### src/rtl/lfsr_gen_if.sv
// lfsr_gen_if: control and data bundle between the random word generator
// and the logic that drives it and consumes its words.
// master: stimulus/consumer side, slave: the generator.
interface lfsr_gen_if #(
   parameter int WIDTH = 32
) ();
   logic             en;
   logic             seed_load;
   logic [WIDTH-1:0] seed;
   logic             out_ready;
   logic             out_valid;
   logic [WIDTH-1:0] random;
   logic [7:0]       random_lb;
   logic             wrap;
   logic [WIDTH-1:0] period;

   modport master (
      output en, seed_load, seed, out_ready,
      input  out_valid, random, random_lb, wrap, period
   );

   modport slave (
      input  en, seed_load, seed, out_ready,
      output out_valid, random, random_lb, wrap, period
   );
endinterface

### src/rtl/lfsr_gen.sv
// lfsr_gen: parametrised Galois LFSR word generator with a valid/ready
// output register, runtime seeding with zero-seed protection and optional
// period measurement.
// Optional feature macro: LFSR_PERIOD_CNT_EN (builds the start register,
// advance counter, wrap pulse and period output; otherwise wrap/period are 0).
// rst is asynchronous and active-low.
module lfsr_gen #(
   parameter int               WIDTH      = 32,
   parameter logic [WIDTH-1:0] TAPS       = 32'h80200003,
   parameter int               STEP       = 8,
   parameter logic [WIDTH-1:0] RESET_SEED = {{(WIDTH-1){1'b0}}, 1'b1}
) (
   input logic        clk,
   input logic        rst,
   lfsr_gen_if.slave  bus
);

   localparam logic [WIDTH-1:0] ZERO = {WIDTH{1'b0}};

   // STEP single Galois steps unrolled into one combinational advance.
   function automatic logic [WIDTH-1:0] lfsr_advance(input logic [WIDTH-1:0] s);
      logic [WIDTH-1:0] v;
      v = s;
      for (int i = 0; i < STEP; i++) begin
         if (v[0]) begin
            v = {1'b0, v[WIDTH-1:1]} ^ TAPS;
         end else begin
            v = {1'b0, v[WIDTH-1:1]};
         end
      end
      return v;
   endfunction

   logic [WIDTH-1:0] state_r;
   logic [WIDTH-1:0] random_r;
   logic             out_valid_r;
   logic [WIDTH-1:0] next_s;
   logic [WIDTH-1:0] seed_sel_s;
   logic             adv_s;

   // A zero seed would lock the LFSR, so it is replaced by RESET_SEED.
   assign seed_sel_s = (bus.seed == ZERO) ? RESET_SEED : bus.seed;
   assign next_s     = lfsr_advance(state_r);
   // Advance only when the output register is empty or being drained.
   assign adv_s      = bus.en & ~bus.seed_load & (~out_valid_r | bus.out_ready);

   // State, output word and valid flag: seed load beats advance beats consume.
   always_ff @(posedge clk or negedge rst) begin
      if (!rst) begin
         state_r     <= RESET_SEED;
         random_r    <= ZERO;
         out_valid_r <= 1'b0;
      end else if (bus.seed_load) begin
         state_r     <= seed_sel_s;
         out_valid_r <= 1'b0;
      end else if (adv_s) begin
         state_r     <= next_s;
         random_r    <= next_s;
         out_valid_r <= 1'b1;
      end else if (out_valid_r && bus.out_ready) begin
         out_valid_r <= 1'b0;
      end else begin
         out_valid_r <= out_valid_r;
      end
   end

   assign bus.random    = random_r;
   assign bus.out_valid = out_valid_r;

   generate
      if (WIDTH < 8) begin : g_lb_narrow
         assign bus.random_lb = {{(8-WIDTH){1'b0}}, random_r};
      end else begin : g_lb_wide
         assign bus.random_lb = random_r[7:0];
      end
   endgenerate

`ifdef LFSR_PERIOD_CNT_EN
   localparam logic [WIDTH-1:0] ONE  = {{(WIDTH-1){1'b0}}, 1'b1};
   localparam logic [WIDTH-1:0] ONES = {WIDTH{1'b1}};

   logic [WIDTH-1:0] start_r;
   logic [WIDTH-1:0] cnt_r;
   logic             wrap_r;
   logic [WIDTH-1:0] period_r;

   // Period measurement: count advances until the state returns to its start.
   always_ff @(posedge clk or negedge rst) begin
      if (!rst) begin
         start_r  <= RESET_SEED;
         cnt_r    <= ZERO;
         wrap_r   <= 1'b0;
         period_r <= ZERO;
      end else if (bus.seed_load) begin
         start_r  <= seed_sel_s;
         cnt_r    <= ZERO;
         wrap_r   <= 1'b0;
      end else if (adv_s) begin
         if (next_s == start_r) begin
            wrap_r   <= 1'b1;
            period_r <= cnt_r + ONE;
            cnt_r    <= ZERO;
         end else begin
            wrap_r   <= 1'b0;
            cnt_r    <= (cnt_r == ONES) ? cnt_r : cnt_r + ONE;
         end
      end else begin
         wrap_r   <= 1'b0;
      end
   end

   assign bus.wrap   = wrap_r;
   assign bus.period = period_r;
`else
   assign bus.wrap   = 1'b0;
   assign bus.period = ZERO;
`endif

endmodule

### src/flat_wrapper.sv
// flat-port wrapper written by rule: the top's interface ports become plain ports
module lfsr_gen_flat 
#(
   parameter int               WIDTH      = 32,
   parameter logic [WIDTH-1:0] TAPS       = 32'h80200003,
   parameter int               STEP       = 8,
   parameter logic [WIDTH-1:0] RESET_SEED = {{(WIDTH-1){1'b0}}, 1'b1}
)
  (clk, rst, bus_en, bus_seed_load, bus_seed, bus_out_ready, bus_out_valid, bus_random, bus_random_lb, bus_wrap, bus_period);
  lfsr_gen_if #(.WIDTH(WIDTH)) bus_i ();
  input logic clk;
  input logic rst;
  input wire logic [$bits(bus_i.en)-1:0] bus_en;
  input wire logic [$bits(bus_i.seed_load)-1:0] bus_seed_load;
  input wire logic [$bits(bus_i.seed)-1:0] bus_seed;
  input wire logic [$bits(bus_i.out_ready)-1:0] bus_out_ready;
  output wire logic [$bits(bus_i.out_valid)-1:0] bus_out_valid;
  output wire logic [$bits(bus_i.random)-1:0] bus_random;
  output wire logic [$bits(bus_i.random_lb)-1:0] bus_random_lb;
  output wire logic [$bits(bus_i.wrap)-1:0] bus_wrap;
  output wire logic [$bits(bus_i.period)-1:0] bus_period;
  assign bus_i.en = bus_en;
  assign bus_i.seed_load = bus_seed_load;
  assign bus_i.seed = bus_seed;
  assign bus_i.out_ready = bus_out_ready;
  assign bus_out_valid = bus_i.out_valid;
  assign bus_random = bus_i.random;
  assign bus_random_lb = bus_i.random_lb;
  assign bus_wrap = bus_i.wrap;
  assign bus_period = bus_i.period;
  lfsr_gen #(.WIDTH(WIDTH), .TAPS(TAPS), .STEP(STEP), .RESET_SEED(RESET_SEED)) u_core (.clk(clk), .rst(rst), .bus(bus_i));
endmodule
### config.mk
export PLATFORM = sky130hd
export DESIGN_NAME = lfsr_gen_flat
export DESIGN_NICKNAME = d
export VERILOG_FILES = /design/src/rtl/lfsr_gen_if.sv /design/src/rtl/lfsr_gen.sv /design/src/flat_wrapper.sv
export SDC_FILE = /design/constraint.sdc
export NUM_CORES = 1
export LEC_CHECK = 0
export ABC_AREA = 1
export BUFFER_PORTS_ARGS = -buffer_cell sky130_fd_sc_hd__buf_2
export CORE_MARGIN = 3
export CORE_UTILIZATION = 28
export CTS_BUF_LIST = sky130_fd_sc_hd__clkbuf_16
export CTS_CLUSTER_DIAMETER = 80
export CTS_CLUSTER_SIZE = 40
export DETAILED_ROUTE_END_ITERATION = 10
export PLACE_DENSITY = 0.54
export REMOVE_ABC_BUFFERS = 1
export SYNTH_ARGS = -nofsm -noshare
export SYNTH_HDL_FRONTEND = slang
export SYNTH_SLANG_ARGS = --single-unit
### constraint.sdc
create_clock -name clk -period 4.7 [get_ports clk]
set_clock_uncertainty 0.15 [all_clocks]
set_input_delay 0 -clock clk [delete_from_list [all_inputs] [get_ports clk]]
set_output_delay 0 -clock clk [all_outputs]
set_load 0.02 [all_outputs]
==> results.json, run 1 <==
{
  "worstPathMaxFanout": 34,
  "fin_tns_setup_ps": 0,
  "grt_pass1_wl_um": 14480,
  "numCtsBuffers": 9,
  "irDropWorstVdd_mv": 0.2096,
  "crit_path_end_kind": "flop",
  "synth.avg_cell_area_um2": 8.414,
  "cts_root_buf": "clkbuf_16",
  "hp-class": "input pin to flop",
  "initial_utilization_pct": 28.76,
  "rows": 39,
  "drv_slew": 0,
  "diodes": 0,
  "antenna_found_initial": 0,
  "clk_pin_slew_worst_paths_ps": 60,
  "fin_nets": 532,
  "place.gp.congestion": 0.8453,
  "synthArstFlopShare_pct": 100.0,
  "hold_violations": 0,
  "synth_top_flop_cell": "dfrtp_1",
  "vias": 2814,
  "utilization_pct": 37.64,
  "syn-cell-area_um2": 3298,
  "slew_headroom_pct": 43.67,
  "setup_viol": 0,
  "p_per_area_nw_per_um2": 509.7,
  "rsz0062_at_grt": "false",
  "clock_path_buffers": 2,
  "synth-seq-cells": 65,
  "dpl_cell_area_um2": 3631,
  "io_pins": 111,
  "cts_tree": "done",
  "synthCells": 392,
  "syn2layout_area_growth_pct": 30.88,
  "cts.sinks": 65,
  "die_w_um": 114.5,
  "synth_edf_count": 0,
  "maxCapViolCount": 0,
  "postCtsSetupRepairBufs": 0,
  "overflow": 0,
  "synth.yosys.seq_area_share_pct": 49.36,
  "dp_hpwl_um": 6394,
  "core_area_um2": 11470,
  "synth-warning-count": 0,
  "period_share_pct": 61.80,
  "drt-total-wl_um": 9122,
  "fin_crit_ps": 2904,
  "die-area_um2": 13120,
  "die_h_um": 114.5,
  "outcome": "finished clean",
  "first_global_vias": 2782,
  "worst_slew_pin_slew_ps": 844.9,
  "remaining_drc_errors": 0,
  "p_leak_nw": 2.305,
  "port_buffers": 77,
  "track_usage_pct": 14.26,
  "drt_iter0_markers": 130,
  "arrival_ps": 3010,
  "htree_levels": 3,
  "finalInstanceArea_um2": 4317,
  "clock_latency_ps": 330,
  "drive_gt1_share_pct": 22.20,
  "ys_types": 30,
  "critPathKind": "flop to flop",
  "wl_per_cell_um": 14.19,
  "grt_max_degree": 66,
  "drt_first_pass_iters": 5,
  "drtAntennaViolNets": 0,
  "worstPathRequired_ps": 4800,
  "fmax_mhz": 344.3,
  "critPathLaunchType": "flop",
  "fillers": 1192,
  "via_per_inst": 4.376
}
## critical path, stage by stage (launching register included)
cell	delay [ps]
dfrtp_1	370
nand2_1	100
nand3_2	560
inv_2	750
nor2_4	220
inv_2	340
o21ai_0	150
o21ai_1	150
## where the power goes
part           internal, mW  switching (mW)  leakage, nW
clock network         0.513           0.240        0.164
logic                 0.233           0.441         1.35
registers             0.692          0.0811        0.787
total                  1.44           0.762         2.31
## layout by cell type, fill, tap and decap left out
cell type,count
a21oi_1,6
a22o_1,1
a31oi_1,1
buf_2,77
buf_4,1
bufinv_16,3
clkbuf_16,9
clkinv_1,1
clkinv_2,2
clkinvlp_4,1
conb_1,33
dfrtp_1,64
dfstp_2,1
dlygate4sd3_1,35
inv_1,21
inv_2,4
nand2_1,153
nand2_2,6
nand2_4,2
nand3_1,28
nand3_2,1
nor2_1,13
nor2_4,1
nor3_1,1
nor4_1,8
o211ai_1,12
o21ai_0,3
o21ai_1,1
o22ai_1,1
xnor2_1,1
xnor3_1,3
xor2_1,3
xor2_2,3
## stage by stage
stage	cells	setup WS (ps)	hold WS, ps	power, mW
floorplan	371	2510	-445.6	1.205
global placement	592	1692	91.28	1.428
detailed placement	592	1575	88.83	1.437
finish	643	1796	119.6	2.200
CTS	643	1776	98.30	2.225
global route	643	1543	127.6	2.340
## final timing paths
path | startpoint | end | slack (ps) | cells past startpoint
setup / recovery | u_core.bus.out_valid$_DFFE_PN0P_ | u_core.state_r[0]$_DFFE_PN1P_ | 1800 | 7
hold / removal | bus_seed_load | u_core.state_r[24]$_DFFE_PN0P_ | 120 | 3
setup reg to reg | u_core.bus.out_valid$_DFFE_PN0P_ | u_core.state_r[0]$_DFFE_PN1P_ | 1800 | 7
hold reg to reg | u_core.bus.random[8]$_DFFE_PN0P_ | u_core.bus.random[8]$_DFFE_PN0P_ | 330 | 2
max in group asynchronous | rst | u_core.state_r[11]$_DFFE_PN0P_ | 3590 | 3
min in group asynchronous | rst | u_core.bus.random[22]$_DFFE_PN0P_ | 260 | 3
## registers in the layout (all words and copies together), names as in the netlist
register / cells
u_core.state_r: 32
u_core.bus.random: 32
u_core.bus.out_valid: 1
## synth_stat cells, types with 2 or more instances
cell        n  area, um^2
a21oi_1     6       30.03
buf_4      41       307.8
xor2_1      3       26.28
buf_2       5       25.02
nor2_1     13       48.80
nand3_1    28       140.1
nand2_2     6       37.54
nand2_1   153       574.3
inv_1      20       75.07
o211ai_1   12       90.09
xnor3_1     3       67.56
nor4_1      8       50.05
xor2_2      3       48.80
inv_2       4       15.01
nand2_4     2       22.52
o21ai_0     3       15.01
clkbuf_1    6       22.52
dfrtp_1    64        1602
## cells by family (layout without fill, tap and decap cells)
logic type / count (synthesis) / count (layout) / share of synthesized area (%)
AOI/OAI and AO/OA: 25 / 25 / 4.894
xor gates and xnor gates: 10 / 10 / 4.590
buffers and inverters: 78 / 154 / 13.77
DFF: 65 / 65 / 49.36
other: 1 / 33 / 0.1137
and+or+nand+nor: 213 / 213 / 27.28
## layout make-up
cell class	count	area, um^2	area share (%)
multi-input combinational	281	1336	30.96
clock inverter	7	110.1	2.551
inverter	25	95.09	2.203
timing repair buffer	113	743.2	17.22
sequential	65	1628	37.71
clock buffer	9	225.2	5.217
tap	143	178.9	4.145
## timing repair
| action | 4_1_cts | 5_1_grt |
|---|---|---|
| resized for setup | 0 | 0 |
| hold buffers | 35 | 0 |
| setup endpoints to repair | 0 | 0 |
| endpoints found under the hold margin | 97 | 0 |
## routing by layer
layer  global-route usage, %  vias up  wire length, um
li1                        -     1372                -
met1                   19.52     1317             4231
met2                   22.00      114             4103
met3                   3.753       11              655
met4                   4.513        0              131
met5                       0        -                0
Note: power is estimated with default switching activity, not from simulation.
==> run 2, diff against run 1 <==
- PLACE_DENSITY: 0.54 -> 0.55
- clock period: 4.7 -> 2.36 ns (I/O delays scaled with it)
==> run 2 against run 1 <==
  * Hold slack lost 42 ps
  * Sequential cell count is the same
  * Sequential share of layout area is essentially flat
  * Core utilization is essentially flat
  * Routed wire length grew 0.66%
  * Register-to-register slack lost 1700 ps
  * Cell area grew 0.12%
  * Total power grew 83%
  * First-iteration DRC count grew 33%
  * Die area is the same
  * Critical path type unchanged
  * Largest cell class unchanged
==> results.json, run 2 (synthesized netlist as in run 1, its figures left out) <==
{
  "outcome": "finished clean",
  "hold_ws_ps": 77.74,
  "setup_ws_ps": 92.03,
  "dpl_cell_area_um2": 3674,
  "clock_latency_ps": 330,
  "drt_iter0_markers": 173,
  "fin_crit_ps": 2268,
  "r2r-end": "u_core.state_r[17]$_DFFE_PN0P_",
  "diodes": 0,
  "r2r_cells": 8,
  "maxCapViolCount": 0,
  "period_share_pct": 96.10,
  "die-area_um2": 13120,
  "first_global_vias": 2836,
  "fmax_mhz": 440.9,
  "dp_hpwl_um": 6528,
  "overflow": 0,
  "core_area_um2": 11470,
  "syn2layout_area_growth_pct": 31.03,
  "fillers": 1183,
  "crit_path_end_kind": "flop",
  "worstPathMaxFanout": 7,
  "cts.sinks": 65,
  "cts_root_buf": "clkbuf_16",
  "critPathLaunchType": "flop",
  "worstPathRequired_ps": 2460,
  "grt_pass1_wl_um": 14900,
  "mostFrequentLayoutCells": "nand2_1, buf_2, dfrtp_1, dlygate4sd3_1, conb_1",
  "fin_tns_setup_ps": 0,
  "reg2reg_setup_slack_ps": 90,
  "port_buffers": 77,
  "fin_nets": 540,
  "critPathKind": "flop to flop",
  "arrival_ps": 2370,
  "cts_tree": "done",
  "via_per_inst": 4.335,
  "clock_path_buffers": 2,
  "setup_viol": 0,
  "multi_input_area_um2": 1344,
  "place.gp.congestion": 0.8336,
  "antenna_found_initial": 0,
  "numCtsBuffers": 9,
  "drive_gt1_share_pct": 22.05,
  "place_ws_ps": 421.3,
  "vias": 2822,
  "layout_commonest_cell": "nand2_1",
  "die_h_um": 114.5,
  "worst_slew_pin_slew_ps": 495.8,
  "rsz0062_at_grt": "false",
  "hp-class": "input pin to asynchronous set/reset pin",
  "finalInstanceArea_um2": 4322,
  "rows": 39,
  "track_usage_pct": 14.63,
  "drv_slew": 0,
  "p_leak_nw": 2.322,
  "clk_pin_slew_worst_paths_ps": 50,
  "irDropWorstVdd_mv": 0.3764,
  "grt_max_degree": 66,
  "drt-total-wl_um": 9182,
  "regArea_um2": 1628,
  "p_per_area_nw_per_um2": 933.4,
  "slew_headroom_pct": 66.65,
  "r2r-start": "u_core.state_r[0]$_DFFE_PN1P_",
  "initial_utilization_pct": 28.76,
  "hold_violations": 0,
  "remaining_drc_errors": 0,
  "drtAntennaViolNets": 0,
  "io_pins": 111,
  "htree_levels": 3,
  "drt_first_pass_iters": 5,
  "wl_per_cell_um": 14.10,
  "die_w_um": 114.5
}
run 2: cell count changes in the layout (fill, tap and decap cells not counted):
cell | before | now
bufinv_16 | 3 | 0
clkinvlp_4 | 1 | 0
buf_12 | 0 | 1
dlygate4sd3_1 | 35 | 38
xor2_2 | 3 | 4
clkinv_1 | 1 | 3
inv_1 | 21 | 24
xor2_1 | 3 | 2
inv_2 | 4 | 3
buf_4 | 1 | 5
run 2: worst max path at each step:
stage	start	to	slack [ps]	cells after the start
3_3_place_gp	u_core.state_r[0]$_DFFE_PN1P_	u_core.state_r[1]$_DFFE_PN0P_	480	11
6_report	u_core.state_r[0]$_DFFE_PN1P_	u_core.state_r[17]$_DFFE_PN0P_	90	8
2_1_floorplan	u_core.bus.out_valid$_DFFE_PN0P_	u_core.state_r[0]$_DFFE_PN1P_	170	7
5_1_grt	u_core.state_r[0]$_DFFE_PN1P_	u_core.state_r[17]$_DFFE_PN0P_	1	8
4_1_cts	u_core.state_r[0]$_DFFE_PN1P_	u_core.state_r[17]$_DFFE_PN0P_	80	8
3_5_place_dp	u_core.state_r[0]$_DFFE_PN1P_	u_core.bus.random[1]$_DFFE_PN0P_	420	11
run 2: power by group:
| part | internal (mW) | total, mW | switching [mW] |
|---|---|---|---|
| Sequential | 1.38 | 1.54 | 0.163 |
| Clock | 0.683 | 1.14 | 0.452 |
| Combinational | 0.483 | 1.36 | 0.873 |
| Total | 2.55 | 4.03 | 1.49 |
run 2: routing by layer:
layer  up-vias  track usage, %  part of all wire, %
li1       1393               -                    -
met1      1308           20.88                   47
met2       116           22.16                   45
met3         5           4.017                  7.3
met4         0           3.246                 0.68
met5         -               0                    0
run 2: per-stage QoR:
step	instances	total power, mW	util [%]
after global placement	596	2.843	32.03
final	651	4.034	37.69
after floorplan	371	2.400	-
after detailed placement	596	2.863	32.03
after global routing	651	4.313	37.69
after CTS	650	4.067	37.55
run 2: critical path: stages (launching register included):
cell           delay [ps]
dfstp_2               590
inv_2                  70
nand2_1                70
nand2_1               100
xor2_2                240
xor2_2                220
nand2_1                70
a21oi_1               130
dlygate4sd3_1         560
run 2: cell type report:
class,instances,area share (%)
sequential,65,37.67
clock inverter,7,0.6080
clock buffer,9,5.211
multi-input combinational,281,31.09
tap,143,4.140
inverter,25,2.229
timing repair buffer,121,19.05
run 2: timing repair:
item	CTS	global route
buffers inserted	0	1
hold buffers	38	0
resized for setup	0	2
hold endpoints to repair	98	0
endpoints found under the setup margin	0	1
